==> config.mk <==
export PLATFORM = sky130hd
export DESIGN_NAME = traffic_conflict_monitor
export DESIGN_NICKNAME = d
export VERILOG_FILES = /design/src/rtl/traffic_conflict_monitor.sv
export SDC_FILE = /design/constraint.sdc
export NUM_CORES = 1
export LEC_CHECK = 0
export CORE_UTILIZATION = 58
export DETAILED_ROUTE_END_ITERATION = 8
export GPL_ROUTABILITY_DRIVEN = 1
export GPL_TIMING_DRIVEN = 1
export PLACE_DENSITY_LB_ADDON = 0.2
export SYNTH_ARGS = -nofsm -noshare
export SYNTH_HDL_FRONTEND = slang
export SYNTH_SLANG_ARGS = --single-unit
==> constraint.sdc <==
create_clock -name clk -period 3.5 [get_ports clk]
set_input_delay 0.525 -clock clk [delete_from_list [all_inputs] [get_ports clk]]
set_output_delay 0.525 -clock clk [all_outputs]
set_load 0.02 [all_outputs]
==> src/rtl/traffic_conflict_monitor.sv <==
// Two-approach traffic lamp conflict monitor.
// The lamp drives are sampled once, and each approach has a phase tracker.
// The first fault to occur is latched with a 3-bit code, and a flashing-red
// enable is produced while the fault is set.
// Optional feature: TLC_WATCHDOG_EN adds a stuck-lamp watchdog that reports code 6.
module traffic_conflict_monitor #(
    parameter int unsigned YELLOW_MIN = 3,
    parameter int unsigned GREEN_MIN  = 5,
    parameter int unsigned STUCK_MAX  = 1000,
    parameter int unsigned FLASH_DIV  = 4
) (
    input  logic       clk,
    input  logic       reset,
    input  logic       Ra,
    input  logic       Ya,
    input  logic       Ga,
    input  logic       Rb,
    input  logic       Yb,
    input  logic       Gb,
    input  logic       fault_clr,
    output logic       fault,
    output logic [2:0] fault_code,
    output logic       flash
);
    typedef enum logic [1:0] {PhRed = 2'd0, PhGreen = 2'd1, PhYellow = 2'd2} phase_e;

    localparam logic [7:0] YellowMin = 8'(YELLOW_MIN);
    localparam logic [7:0] GreenMin  = 8'(GREEN_MIN);
    localparam logic [7:0] FlashLast = 8'(FLASH_DIV - 1);

    // Index 0 is approach A and index 1 is approach B. Lamp bits are ordered {R, Y, G}.
    logic [2:0] lamp_d  [2];
    logic [2:0] lamp_q  [2];
    phase_e     seen    [2];
    phase_e     phase_d [2];
    phase_e     phase_q [2];
    logic [7:0] cnt_d   [2];
    logic [7:0] cnt_q   [2];
    logic [1:0] enc_ok, yel_short, grn_short, illegal;
    logic       conflict, stuck;
    logic [2:0] cond_code;
    logic       fault_d, fault_q, flash_d, flash_q;
    logic [2:0] code_d, code_q;
    logic [7:0] div_d, div_q;

    assign lamp_d[0] = {Ra, Ya, Ga};
    assign lamp_d[1] = {Rb, Yb, Gb};

    // Sample stage, phase trackers and the fault and flash state.
    always_ff @(posedge clk or posedge reset) begin
        if (reset) begin
            for (int i = 0; i < 2; i++) begin
                lamp_q[i]  <= 3'b100;
                phase_q[i] <= PhRed;
                cnt_q[i]   <= 8'd1;
            end
            fault_q <= 1'b0;
            code_q  <= 3'd0;
            flash_q <= 1'b0;
            div_q   <= 8'd0;
        end else begin
            for (int i = 0; i < 2; i++) begin
                lamp_q[i]  <= lamp_d[i];
                phase_q[i] <= phase_d[i];
                cnt_q[i]   <= cnt_d[i];
            end
            fault_q <= fault_d;
            code_q  <= code_d;
            flash_q <= flash_d;
            div_q   <= div_d;
        end
    end

    // Tracker next state and transition checks. A malformed lamp set holds the tracker.
    always_comb begin
        for (int i = 0; i < 2; i++) begin
            enc_ok[i]    = $onehot(lamp_q[i]);
            seen[i]      = lamp_q[i][2] ? PhRed : (lamp_q[i][1] ? PhYellow : PhGreen);
            phase_d[i]   = phase_q[i];
            cnt_d[i]     = cnt_q[i];
            yel_short[i] = 1'b0;
            grn_short[i] = 1'b0;
            illegal[i]   = 1'b0;
            if (enc_ok[i]) begin
                if (seen[i] != phase_q[i]) begin
                    // The tracker follows the lamps, even after an illegal jump.
                    phase_d[i] = seen[i];
                    cnt_d[i]   = 8'd1;
                    unique case (phase_q[i])
                        PhRed:    illegal[i] = (seen[i] != PhGreen);
                        PhGreen: begin
                            illegal[i]   = (seen[i] != PhYellow);
                            grn_short[i] = !illegal[i] && (cnt_q[i] < GreenMin);
                        end
                        PhYellow: begin
                            illegal[i]   = (seen[i] != PhRed);
                            yel_short[i] = !illegal[i] && (cnt_q[i] < YellowMin);
                        end
                        default:  illegal[i] = 1'b1;
                    endcase
                end else if (cnt_q[i] != 8'hFF) begin
                    cnt_d[i] = cnt_q[i] + 8'd1;
                end
            end
        end
    end

    // A conflict means both approaches show a yellow or green lamp.
    assign conflict = (|lamp_q[0][1:0]) & (|lamp_q[1][1:0]);

`ifdef TLC_WATCHDOG_EN
    localparam logic [15:0] StuckMax = 16'(STUCK_MAX);

    logic [5:0]  prev_q;
    logic [15:0] wd_d, wd_q;
    logic        unchanged;

    assign unchanged = ({lamp_q[0], lamp_q[1]} == prev_q);

    // Counts consecutive sampled cycles with no lamp change, saturating at the maximum.
    always_comb begin
        wd_d = 16'd0;
        if (unchanged) begin
            wd_d = (wd_q == 16'hFFFF) ? wd_q : wd_q + 16'd1;
        end
    end

    assign stuck = unchanged && (wd_d >= StuckMax);

    // Holds the previous lamp sample and the watchdog count.
    always_ff @(posedge clk or posedge reset) begin
        if (reset) begin
            prev_q <= 6'b100100;
            wd_q   <= 16'd0;
        end else begin
            prev_q <= {lamp_q[0], lamp_q[1]};
            wd_q   <= wd_d;
        end
    end
`else
    assign stuck = 1'b0;
`endif

    // When several fault conditions occur together, the lowest code is chosen.
    always_comb begin
        cond_code = 3'd0;
        if (conflict)          cond_code = 3'd1;
        else if (!enc_ok[0])   cond_code = 3'd2;
        else if (!enc_ok[1])   cond_code = 3'd3;
        else if (|yel_short)   cond_code = 3'd4;
        else if (|grn_short)   cond_code = 3'd5;
        else if (stuck)        cond_code = 3'd6;
        else if (|illegal)     cond_code = 3'd7;
    end

    // Fault latch with clear, and the flash divider that runs only while a fault is set.
    always_comb begin
        fault_d = fault_q;
        code_d  = code_q;
        flash_d = 1'b0;
        div_d   = 8'd0;
        if (!fault_q) begin
            if (cond_code != 3'd0) begin
                fault_d = 1'b1;
                code_d  = cond_code;
            end
        end else if (fault_clr) begin
            // A clear in the same cycle as a new condition reloads the code instead.
            fault_d = (cond_code != 3'd0);
            code_d  = cond_code;
        end
        if (fault_d) begin
            if (!fault_q) begin
                flash_d = 1'b1;
            end else if (div_q == FlashLast) begin
                flash_d = !flash_q;
            end else begin
                flash_d = flash_q;
                div_d   = div_q + 8'd1;
            end
        end
    end

    assign fault      = fault_q;
    assign fault_code = code_q;
    assign flash      = flash_q;
endmodule
After elaboration in Yosys (flattened, before gate mapping) --
Index checks and enable logic that the tools add are counted.
Storage, ports and cells: output and inout port bits 5, flip-flop bits (word level) 39, word-level logic and storage cells 110, input port bits 9
Cells by class: equal/unequal tests 17, muxes and demuxes 44, reductions and logical operators 27, add/subtract/negate cells 7, bitwise operators 1, $lt $le $gt $ge 4
Operator list (number):
- 8-bit 2-to-1 mux | 7
- 3-bit 2-to-1 mux | 9
- 8-bit by 1-bit adder with 8-bit output (second input constant) | 3
- 1-bit 2-to-1 mux | 22
- 8-bit by 2-bit less-than comparator with 1-bit output (second input constant) | 2
- 8-bit by 3-bit less-than comparator with 1-bit output (second input constant) | 2
- 8-bit != test (second input constant) | 2
- 2-bit AND reduction | 5
- 2-bit nonzero test | 5
- 2-bit OR reduction | 5
- 2-bit by 1-bit equality test with 1-bit output (second input constant) | 4
- 8-bit by 2-bit equality test with 1-bit output (second input constant) | 1
- 2-bit 2-to-1 mux | 4
- 2-bit != test (second input constant) | 3
- 1-bit case mux with 3 select lines | 2
- 1-bit zero test | 5
- 1-bit by 1-bit adder with 2-bit output | 2
- 2-bit by 1-bit adder with 2-bit output | 2
- 2-bit equality test (second input constant) | 2
- 1-bit logical AND | 4
- 2-bit zero test | 2
- 2-bit by 1-bit != test with 1-bit output (second input constant) | 2
- 2-bit != test | 2
- 3-bit by 2-bit != test with 1-bit output (second input constant) | 1
- 2 further kinds | 2

Longest topological paths before layout --
Gate-level depths: netlist of the first run.
depth in word-level cells 18, depth in mapped cells 8

Least setup slack after synthesis of the first run --
Ideal clock, no wire load.
path kind register -> register, from reg lamp_q[2] (netlist bit), to reg flash_q (netlist: flash), cell stages (with the launch flop) 8, period minus slack after synthesis 2.505 ns, library setup time 0.140 ns, path buffers 1, slack 0.995 ns, arrival time 2.365 ns, path through dfstp_2 fa_1 nand2b_1 clkbuf_1 o22ai_1 o32a_1 or3_4 a21boi_1
Between the ends: cells in the longest elaborated chain, start to end 17, elaborated cells between the ends (all ways) 35, those cells by class 1 x add/sub; 5 x eq/ne; 20 x mux; 9 x reduce/logical
Ends and longest elaborated chain:
- from (decl) | line 33 | logic [2:0] lamp_q [2];
- from (signal, indexed assignment) | line 63 | lamp_q[i] <= lamp_d[i];
- parallel branches: the longest is 10 deep, another holds 1-bit case mux with 3 select lines
- 3-bit 2-to-1 mux * | line 149 | else if (!enc_ok[1]) cond_code = 3'd3;
- 3-bit 2-to-1 mux * | line 148 | else if (!enc_ok[0]) cond_code = 3'd2;
- 3-bit 2-to-1 mux * | line 147 | if (conflict) cond_code = 3'd1;
- 3-bit nonzero test * | line 163, 169
- 1-bit 2-to-1 mux (on tied branches) | line 163, 167
- 1-bit 2-to-1 mux * | line 162 | if (!fault_q) begin
- named net fault_d | line 42 | logic fault_d, fault_q, flash_d, flash_q;
- 3-bit by 2-bit != test with 1-bit output (no source line) or 1-bit 2-to-1 mux (tied branches)
- to (signal assigned) | line 69 | flash_q <= flash_d;
- to (decl) | line 42
Mark *: on every way through the listed nets, which the timed path passes. A chain may end at the register's enable or synchronous reset.

Final worst setup path of the first run --
from reg lamp_q[2] (netlist bit), to reg div_q[2]
Between the ends: cells in the longest elaborated chain, start to end 17, elaborated cells between the ends (all ways) 34, those cells by class 1 x add/sub; 4 x eq/ne; 20 x mux; 9 x reduce/logical
Ends and longest elaborated chain:
- parallel branches: the longest is 10 deep, another holds 1-bit case mux with 3 select lines
- 3-bit 2-to-1 mux * | line 149
- 3-bit 2-to-1 mux * | line 148
- 3-bit 2-to-1 mux * | line 147
- 3-bit nonzero test * | line 163, 169
- 1-bit 2-to-1 mux (on tied branches) | line 163, 167
- 1-bit 2-to-1 mux * | line 162
- 8-bit 2-to-1 mux * | line 172 | if (fault_d) begin
- named net div_d[2] | line 44 | logic [7:0] div_d, div_q;
- to (signal assigned) | line 70 | div_q <= div_d;
- to (decl) | line 44
Marked as above.

==> run metrics, run 1 <==
status completed; Startpoint Class flop; CP Data Arrival Time around 3 ns; core area 3440 sq um; Syn Inst Count 214; Final ANT Viol Nets 0; critical path data required time 3.66 ns; Final Setup Violations 0; final hold viol count 0; final setup TNS 0 ns; DP HPWL 3.06 mm; Top FF cell, synth dfrtp_1; Detailed Routing Iterations Pass 1 6; worst hold slack 0.497 ns; largest net degree at the start of global routing 22; GR Overflow Total 0; cell-internal power 0.883 mW; FF-to-FF Start lamp_q[2]$_DFF_PP1_; commonest non-fill, non-tap cell in the layout dfrtp_1; worst r2r path cells 7; cell row count 21; hold path start div_q[0]$_DFF_PP0_; Via density 5.83; fill cell count 251; P per Cell Area 566 nW/um^2; worst-margin pin slew 0.713 ns; switching portion of total power 0.350; sequential power share 0.501; clk buf depth 2; Leakage 1.03 nW; Post-Syn Area 2140 sq um; WL/cell between 15 and 20 microns; vias in the first global route 1,699; cts repair resizes 0; final worst-path cycle share 0.834; hold path endpoint div_q[0]$_DFF_PP0_; maximum clock frequency roughly 340 MHz; worst vdd rail ir drop 0.000379 V; Post-CTS Setup Bufs 0; GR Util All Layers 0.245; cell family with most CP delay simple AND/OR/NAND/NOR gates; RSZ-0062 raised after global routing false; top post-synthesis cells by area dfrtp_1, dfstp_2, xor2_1; hold_buf cts 0; DR DRC count 0; synth warn 0; vias 1,626; Port Buffers 13; Tmin final 2.92 ns; fraction of layout cells with a size suffix above 1 0.0858; CTS clock-pin slew for the worst setup and hold paths 0.07 ns; Cell variety after synth 46; number of enable flip-flop cells after synthesis 0; global-route wire length before repair ~7.4 mm; critical path cell sequence fa_1 > nand2b_1 > nor3_1 > a221o_1 > o32a_1 > nor3b_2 > nor3b_1; Async SR Flop Fraction 1.00; DRT Wirelength 4.25 mm; Worst R2R End div_q[2]$_DFF_PP0_; CTS tree built; WP buf/inv 0; Synth top area share 0.410; Starting Density 0.621; RePlAce Congestion 0.884; clock power share 0.213; Die X 62.7 microns; Worst path max stage delay 0.59 ns; H-tree Lvls 2; Worst Hold Depth 1; Min-Delay Path Class reg2reg; Worst R2R Setup Slack about 0.58 ns; DR iter-0 viols 196; switching power total 0.476 mW; Synth area leader dfrtp_1; Slowest cell on crit path dfstp_2; post-synthesis register bit count 39; Worst-Skew Late Latency ~0.3 ns; Gate power share 0.286; Die Height 62.7 microns; Mapped Nets 230; Diodes inserted 0; initial antenna violation count 0; sequential cell area fraction in the yosys report 0.459; Synth-to-Final Area Change 12.4%; Die ar. 3930 sq um; area of all placed cells without fillers 2400 sq um; Cell Area, Placed 2320 sq um; TritonCTS Buffers 5; Root Driver clkbuf_8; CP endpoint kind flop; Worst slew margin 0.522; Clock Skews 0.00348 ns; Slew Viols, Final 0; Clock Sinks 39; crit path kind reg2reg; Max FO, Critical Path 11; I/O pin count 14; nets about 250; Avg Inst Size Synth 9.98 sq um; most frequent cells in the layout dfrtp_1, nor2_1, nand2_1, clkdlybuf4s50_1, xor2_1; MaxCap Viol Count 0
## per-stage QoR
stage	worst slack [ns]	instances	utilization	power [mW]
3_5_place_dp	0.607	271	0.674	1.07
4_1_cts	0.577	279	0.697	1.36
2_1_floorplan	0.995	214	-	0.952
3_3_place_gp	0.758	271	0.674	1.04
5_1_grt	0.440	279	0.697	1.45
6_report	0.580	279	0.697	1.36
## synth_stat cells, types with 2 or more instances
library cell / n
and2_1: 2
dfstp_2: 4
xor2_1: 12
nand4_1: 7
ha_1: 5
nor2b_1: 8
mux2_2: 2
o31ai_1: 3
nand2_1: 18
nand2b_1: 6
o21ai_0: 6
nor2_1: 27
fa_1: 2
and3_1: 7
dfrtp_1: 35
o22ai_1: 3
nor4b_1: 5
nor3b_1: 4
a21oi_1: 8
nand3_1: 7
o32ai_1: 2
inv_1: 5
nor3_1: 4
clkbuf_1: 2
xnor2_1: 9
## power by group through the flow
stage          Sequential [mW]  Clock (mW)  Combinational (mW)
2_1_floorplan            0.669           0               0.283
3_3_place_gp             0.677           0               0.365
3_5_place_dp             0.686           0               0.383
4_1_cts                  0.678       0.295               0.391
5_1_grt                  0.698       0.311               0.439
6_report                 0.680       0.289               0.389
## flip-flops by register name (all words and copies together), names as in the netlist
signal	count
phase_q	4
fault	1
cnt_q	16
fault_code	3
flash	1
lamp_q	6
div_q	8
## cell type report
class	count	area, sq um	share of cell area
Multi-Input combinational cell	167	1120	0.468
Sequential cell	39	981	0.409
Timing Repair Buffer	14	138	0.0574
Inverter	5	18.8	0.00782
Tap cell	46	57.6	0.0240
Clock buffer	7	76.3	0.0318
Clock inverter	1	5.00	0.00209
## routing by layer
metal  GRT usage  routed length [microns]
met5           0                        0
met4       0.166                      130
met3      0.0657                      190
met2       0.420                     2190
met1       0.264                     1750
## worst max-delay path by stage
stage / start / endpoint / slack, ns / depth (start not counted)
after global routing: lamp_q[2]$_DFF_PP1_ / div_q[2]$_DFF_PP0_ / 0.44 / 7
after global placement: lamp_q[2]$_DFF_PP1_ / div_q[2]$_DFF_PP0_ / 0.76 / 7
after detailed placement: lamp_q[2]$_DFF_PP1_ / div_q[2]$_DFF_PP0_ / 0.61 / 7
final: lamp_q[2]$_DFF_PP1_ / div_q[2]$_DFF_PP0_ / 0.58 / 7
after floorplan: lamp_q[2]$_DFF_PP1_ / flash$_DFFE_PP0P_ / 1.0 / 7
after CTS: lamp_q[2]$_DFF_PP1_ / div_q[2]$_DFF_PP0_ / 0.58 / 7
## logic make-up (layout without fill, tap and decap cells)
logic type,count (synthesis),after routing,share of synthesized area
and+or+nand+nor,102,102,0.258
DFF,39,39,0.459
AOI/OAI and AO/OA,34,34,0.119
xor gates and xnor gates,21,21,0.0861
buffers and inverters,8,27,0.0146
adders and majority gates,7,7,0.0480
muxes,3,3,0.0152
Note: power is estimated with default switching activity, not from simulation.
==> run 2, diff against run 1 <==
--- a/config.mk
+++ b/config.mk
@@ -5,7 +5,7 @@
 export SDC_FILE = /design/constraint.sdc
 export NUM_CORES = 1
 export LEC_CHECK = 0
-export CORE_UTILIZATION = 58
+export CORE_UTILIZATION = 53
 export DETAILED_ROUTE_END_ITERATION = 8
 export GPL_ROUTABILITY_DRIVEN = 1
 export GPL_TIMING_DRIVEN = 1
==> constraint.sdc (replaced) <==
create_clock -name clk -period 2.4 [get_ports clk]
set_input_delay 0.36 -clock clk [delete_from_list [all_inputs] [get_ports clk]]
set_output_delay 0.36 -clock clk [all_outputs]
set_load 0.02 [all_outputs]
==> run metrics, run 2 (synthesized netlist as in run 1, its figures left out) <==
RePlAce Congestion 0.805 (was 0.884); Largest register FFs 16 (unchanged); P per Cell Area 846 nW/um^2 (was 566 nW/um^2); CTS tree built (unchanged); hold path endpoint lamp_q[2]$_DFF_PP1_ (was div_q[0]$_DFF_PP0_); worst vdd rail ir drop 0.000451 V (was 0.000379 V); initial antenna violation count 0 (unchanged); Leakage 1.15 nW (was 1.03 nW); CP Data Arrival Time 2.63 ns (was 3.08 ns); hold path start Rb (was div_q[0]$_DFF_PP0_); met2 Resource Use GR 0.383 (was 0.420); vias 1,722 (was 1,626); largest net degree at the start of global routing 40 (was 22); GR Util All Layers 0.237 (was 0.245); maximum clock frequency 406 MHz (was 342 MHz); sequential cell area 981 sq um (unchanged); Clock Sinks 39 (unchanged); critical path data required time 2.56 ns (was 3.66 ns); DRT Wirelength 4.40 mm (was 4.25 mm); Worst Hold Depth 1 (unchanged); Die Height 65.5 microns (was 62.7 microns); hold_buf cts 0 (unchanged); MaxCap Viol Count 0 (unchanged); vias in the first global route 1,658 (was 1,699); nets 265 (was 248); Final ANT Viol Nets 0 (unchanged); Final Setup Violations 9 (was 0); status finished, violations left (was completed); DR iter-0 viols 133 (was 196); H-tree Lvls 2 (unchanged); fraction of layout cells with a size suffix above 1 0.208 (was 0.0858); Detailed Routing Iterations Pass 1 4 (was 6); Post-Place Cells 289 (was 271); setup slack after layout -0.0633 ns (was 0.580 ns); DR DRC count 0 (unchanged); global-route wire length before repair 7.65 mm (was 7.39 mm); RSZ-0062 raised after global routing true (was false); Via density 5.78 (was 5.83); Worst slew margin 0.615 (was 0.522); Worst R2R Setup Slack -0.06 ns (was 0.58 ns); Synth-to-Final Area Change 23.5% (was 12.4%); Startpoint Class flop (unchanged); Root Driver clkbuf_8 (unchanged); cell row count 22 (was 21); Slew Viols, Final 0 (unchanged); Max FO, Critical Path 3 (was 11); Starting Density 0.566 (was 0.621); final hold viol count 0 (unchanged); final worst-path cycle share 1.03 (was 0.834); CTS clock-pin slew for the worst setup and hold paths 0.07 ns (about the same); TritonCTS Buffers 5 (unchanged); CP endpoint kind flop (unchanged); most used routing layer met2 (unchanged); I/O pin count 14 (unchanged); GR Overflow Total 0 (unchanged); largest register by flop count cnt_q (unchanged); Die ar. 4290 sq um (was 3930 sq um); Setup WS pre-CTS -0.0428 ns (was 0.607 ns); Min-Delay Path Class in2reg (was reg2reg); crit path kind reg2reg (unchanged); core area 3770 sq um (was 3440 sq um); WL/cell 14.8 microns (was 15.2 microns); most frequent cells in the layout dfrtp_1, nor2_1, nand2_1, buf_4, clkdlybuf4s50_1 (was dfrtp_1, nor2_1, nand2_1, clkdlybuf4s50_1, xor2_1); final non-filler cell total 298 (was 279); Worst R2R End flash$_DFFE_PP0P_ (was div_q[2]$_DFF_PP0_); Tmin final 2.46 ns (was 2.92 ns); fill cell count 278 (was 251); clk buf depth 2 (unchanged); commonest non-fill, non-tap cell in the layout dfrtp_1 (unchanged); FF-to-FF Start lamp_q[5]$_DFF_PP1_ (was lamp_q[2]$_DFF_PP1_); Worst-Skew Late Latency 0.29 ns (was 0.30 ns); GR Util met1 0.315 (was 0.264); worst-margin pin slew 0.570 ns (was 0.713 ns); DP HPWL 3.15 mm (was 3.06 mm); Largest regs cnt_q: 16 flops, div_q: 8 flops, lamp_q: 6 flops (unchanged); Clock Skews 0.00687 ns (was 0.00348 ns); worst r2r path cells 6 (was 7); Port Buffers 13 (unchanged); failing checks negative setup slack; GR met3 Demand/Resource 0.0590 (was 0.0657); multi-input combinational cell area 1190 sq um (was 1120 sq um); Die X 65.5 microns (was 62.7 microns); Diodes inserted 0 (unchanged)
-- run 2: worst max-delay path by stage --
| stage | startpoint | endpoint | slack (ns) | cells past startpoint |
|---|---|---|---|---|
| 2_1_floorplan | lamp_q[5]$_DFF_PP1_ | div_q[2]$_DFF_PP0_ | 0.003 | 8 |
| 3_3_place_gp | lamp_q[5]$_DFF_PP1_ | flash$_DFFE_PP0P_ | 0.04 | 7 |
| 6_report | lamp_q[5]$_DFF_PP1_ | flash$_DFFE_PP0P_ | -0.06 | 6 |
| 3_5_place_dp | lamp_q[2]$_DFF_PP1_ | flash$_DFFE_PP0P_ | -0.04 | 7 |
| 4_1_cts | lamp_q[5]$_DFF_PP1_ | flash$_DFFE_PP0P_ | -0.03 | 7 |
| 5_1_grt | lamp_q[4]$_DFF_PP0_ | flash$_DFFE_PP0P_ | -0.11 | 7 |
-- run 2: timing repair --
item | CTS | global route
setup buffers | 1 | 0
setup endpoints to repair | 3 | 10
pin swaps | 0 | 12
resized for setup | 0 | 17
gates cloned | 0 | 0
-- run 2: per-layer routing --
metal  vias up  wire (microns)
li1        833               -
met1       845            2050
met2        38            2140
met3         6             159
met4         0              51
met5         -               0
-- run 2: area by class of cell --
class | count | area share
Multi-Input combinational cell | 167 | 0.452
Sequential cell | 39 | 0.372
Timing Repair Buffer | 31 | 0.102
Clock buffer | 6 | 0.0313
Tap cell | 48 | 0.0228
Clock inverter | 2 | 0.0133
Inverter | 5 | 0.00712
-- run 2: critical path, cell delays in order, from the launching register on --
cell      delay [ns]
dfstp_2         0.55
fa_2            0.47
nor2b_4         0.15
a221o_1         0.32
o32a_1          0.37
or3_4           0.34
a21boi_1        0.14
-- run 2: stage by stage --
| stage | hold WS [ns] | power, mW | setup TNS (ns) | util | cell area, sq um |
|---|---|---|---|---|---|
| 2_1_floorplan | 0.364 | 1.39 | 0 | - | 2140 |
| 3_3_place_gp | 0.476 | 1.55 | 0 | 0.647 | 2440 |
| 3_5_place_dp | 0.488 | 1.60 | -0.0562 | 0.647 | 2440 |
| 4_1_cts | 0.461 | 2.18 | -0.0603 | 0.680 | 2570 |
| 5_1_grt | 0.463 | 2.38 | -0.798 | 0.699 | 2640 |
| 6_report | 0.472 | 2.23 | -0.268 | 0.699 | 2640 |
-- run 2: report_power, final --
group          internal (mW)  switching, mW  total [mW]
logic                  0.346          0.332       0.678
clock network          0.336          0.227       0.563
registers              0.812          0.179       0.991
total                   1.49          0.738        2.23
==> run 3, diff against run 2 <==
--- a/config.mk
+++ b/config.mk
@@ -5,11 +5,14 @@
 export SDC_FILE = /design/constraint.sdc
 export NUM_CORES = 1
 export LEC_CHECK = 0
-export CORE_UTILIZATION = 53
+export CELL_PAD_IN_SITES_DETAIL_PLACEMENT = 1
+export CELL_PAD_IN_SITES_GLOBAL_PLACEMENT = 1
+export CORE_UTILIZATION = 41
 export DETAILED_ROUTE_END_ITERATION = 8
 export GPL_ROUTABILITY_DRIVEN = 1
 export GPL_TIMING_DRIVEN = 1
 export PLACE_DENSITY_LB_ADDON = 0.2
+export SLEW_MARGIN = 20
 export SYNTH_ARGS = -nofsm -noshare
 export SYNTH_HDL_FRONTEND = slang
 export SYNTH_SLANG_ARGS = --single-unit
==> run metrics, run 3 (synthesized netlist as in run 1, its figures left out) <==
crit path kind reg2reg (unchanged); Max FO, Critical Path 3 (unchanged); hold path endpoint lamp_q[5]$_DFF_PP1_ (was lamp_q[2]$_DFF_PP1_); largest net degree at the start of global routing 40 (unchanged); Min-Delay Path Class in2reg (unchanged); Die Height 74.2 microns (was 65.5 microns); CP endpoint kind flop (unchanged); Leakage 1.15 nW (about the same); Largest regs cnt_q: 16 flops, div_q: 8 flops, lamp_q: 6 flops (unchanged); vias 1,712 (was 1,722); CTS tree built (unchanged); Via density 5.37 (was 5.78); highest metal used met4 (unchanged); maximum clock frequency 403 MHz (was 406 MHz); worst r2r path cells 6 (unchanged); worst vdd rail ir drop 0.000377 V (was 0.000451 V); Slew Viols, Final 0 (unchanged); Tmin final 2.48 ns (was 2.46 ns); DP HPWL 3.45 mm (was 3.15 mm); largest register by flop count cnt_q (unchanged); hold_buf cts 0 (unchanged); hold path start Ra (was Rb); GR Overflow Total 0 (unchanged); CTS clock-pin slew for the worst setup and hold paths 0.08 ns (was 0.07 ns); final hold viol count 0 (unchanged); Diodes inserted 0 (unchanged); GR Util All Layers 0.199 (was 0.237); multi-input combinational cell area 1150 sq um (was 1190 sq um); P per Cell Area 793 nW/um^2 (was 846 nW/um^2); Worst R2R Setup Slack -0.08 ns (was -0.06 ns); global-route wire length before repair 8.39 mm (was 7.65 mm); Clock Sinks 39 (unchanged); DR iter-0 viols 64 (was 133); worst-margin pin slew 0.543 ns (was 0.570 ns); Detailed Routing Iterations Pass 1 4 (unchanged); critical path cell sequence fa_1 > nor2b_1 > a221o_1 > o32a_1 > or3_4 > a21boi_1 (was fa_2 > nor2b_4 > a221o_1 > o32a_1 > or3_4 > a21boi_1); Final ANT Viol Nets 0 (unchanged); met3 wire length 135 microns (was 159 microns); failing checks negative setup slack (unchanged); Largest register FFs 16 (unchanged); vias in the first global route 1,835 (was 1,658); RePlAce Congestion 0.738 (was 0.805); DRT Wirelength 4.77 mm (was 4.40 mm); CP Data Arrival Time 2.65 ns (was 2.63 ns); clk buf depth 2 (unchanged); Root Driver clkbuf_8 (unchanged); critical path data required time 2.57 ns (was 2.56 ns); Setup WS pre-CTS -0.0517 ns (was -0.0428 ns); H-tree Lvls 2 (unchanged); FF-to-FF Start lamp_q[5]$_DFF_PP1_ (unchanged); DR DRC count 0 (unchanged); Synth-to-Final Area Change 22.0% (was 23.5%); cell row count 25 (was 22); Die ar. 5500 sq um (was 4290 sq um); Worst path max stage delay 0.54 ns (was 0.55 ns); DR WL met2 2.28 mm (was 2.14 mm); I/O pin count 14 (unchanged); Clock Skews 0.00422 ns (was 0.00687 ns); Port Buffers 13 (unchanged); status finished, violations left (unchanged); Worst Hold Depth 1 (unchanged); Starting Density 0.438 (was 0.566); Worst slew margin 0.633 (was 0.615); Startpoint Class flop (unchanged); met1 wire length 2.31 mm (was 2.05 mm); commonest non-fill, non-tap cell in the layout dfrtp_1 (unchanged); Slowest cell on crit path dfstp_2 (unchanged); initial antenna violation count 0 (unchanged); Worst R2R End flash$_DFFE_PP0P_ (unchanged); worst hold slack 0.470 ns (was 0.472 ns); Die X 74.2 microns (was 65.5 microns); fraction of layout cells with a size suffix above 1 0.183 (was 0.208); final worst-path cycle share 1.03 (about the same); core area 4880 sq um (was 3770 sq um); TritonCTS Buffers 5 (unchanged); WP buf/inv 0 (unchanged); cell family with most CP delay compound AO/OA/AOI/OAI gates (unchanged); final setup TNS -0.271 ns (was -0.268 ns); Worst-Skew Late Latency 0.29 ns (about the same); Final Setup Violations 10 (was 9); setup slack after layout -0.0809 ns (was -0.0633 ns); nets 267 (was 265); RSZ-0062 raised after global routing true (unchanged); sequential cell area 981 sq um (unchanged); WL/cell 14.9 microns (was 14.8 microns); fill cell count 580 (was 278); MaxCap Viol Count 0 (unchanged); most frequent cells in the layout dfrtp_1, nor2_1, buf_4, nand2_1, clkdlybuf4s50_1 (was dfrtp_1, nor2_1, nand2_1, buf_4, clkdlybuf4s50_1)
## run 3: changes by cell type in the layout (fill, tap and decap cells not counted), sizes merged
cell / previous run / this run
clkinv: 1 / 3
clkbuf: 6 / 5
buf: 18 / 20
bufinv: 1 / 0
## run 3: repair_timing
| action | in CTS | in global routing |
|---|---|---|
| setup endpoints to repair | 8 | 10 |
| gates resized for setup | 1 | 6 |
| setup buffers | 0 | 1 |
| cloned | 0 | 0 |
| pin swaps | 0 | 5 |
## run 3: final cells by class
cell class,instances,area share
Multi-Input combinational cell,167,0.443
Sequential cell,39,0.377
Inverter,5,0.00720
Clock inverter,3,0.00576
Clock buffer,5,0.0264
Tap cell,67,0.0322
Timing Repair Buffer,33,0.109
## run 3: layer usage
layer  up-vias  GRT usage
met3         6     0.0461
met1       854      0.265
met2        23      0.328
li1        829          -
met5         -          0
met4         0     0.0513
## run 3: worst max path at each step
stage          slack [ns]                start  cells after the start                  to
5_1_grt             -0.13  lamp_q[5]$_DFF_PP1_                      6   flash$_DFFE_PP0P_
4_1_cts             -0.02  lamp_q[5]$_DFF_PP1_                      7   flash$_DFFE_PP0P_
3_3_place_gp       -0.009  lamp_q[2]$_DFF_PP1_                      7   flash$_DFFE_PP0P_
6_report            -0.08  lamp_q[5]$_DFF_PP1_                      6   flash$_DFFE_PP0P_
2_1_floorplan       0.003  lamp_q[5]$_DFF_PP1_                      8  div_q[2]$_DFF_PP0_
3_5_place_dp        -0.05  lamp_q[2]$_DFF_PP1_                      7   flash$_DFFE_PP0P_
## run 3: where the power goes
group          leakage (nW)  switching [mW]  internal, mW
sequential            0.494           0.168         0.811
clock                0.0477           0.236         0.199
combinational         0.604           0.320         0.332
total                  1.15           0.725          1.34
## run 3: worst register-to-register path, stage by stage, from the launching register on
cell,delay [ns]
dfstp_2,0.54
fa_1,0.45
nor2b_1,0.18
a221o_1,0.34
o32a_1,0.37
or3_4,0.34
a21boi_1,0.13
## run 3: metrics by stage
| step | power (mW) | instance area (sq um) | util | instances |
|---|---|---|---|---|
| 3_3_place_gp | 1.59 | 2480 | 0.508 | 310 |
| 3_5_place_dp | 1.62 | 2480 | 0.508 | 310 |
| 5_1_grt | 2.22 | 2610 | 0.534 | 319 |
| 6_report | 2.07 | 2610 | 0.534 | 319 |
| 2_1_floorplan | 1.39 | 2140 | - | 214 |
| 4_1_cts | 2.07 | 2570 | 0.527 | 318 |
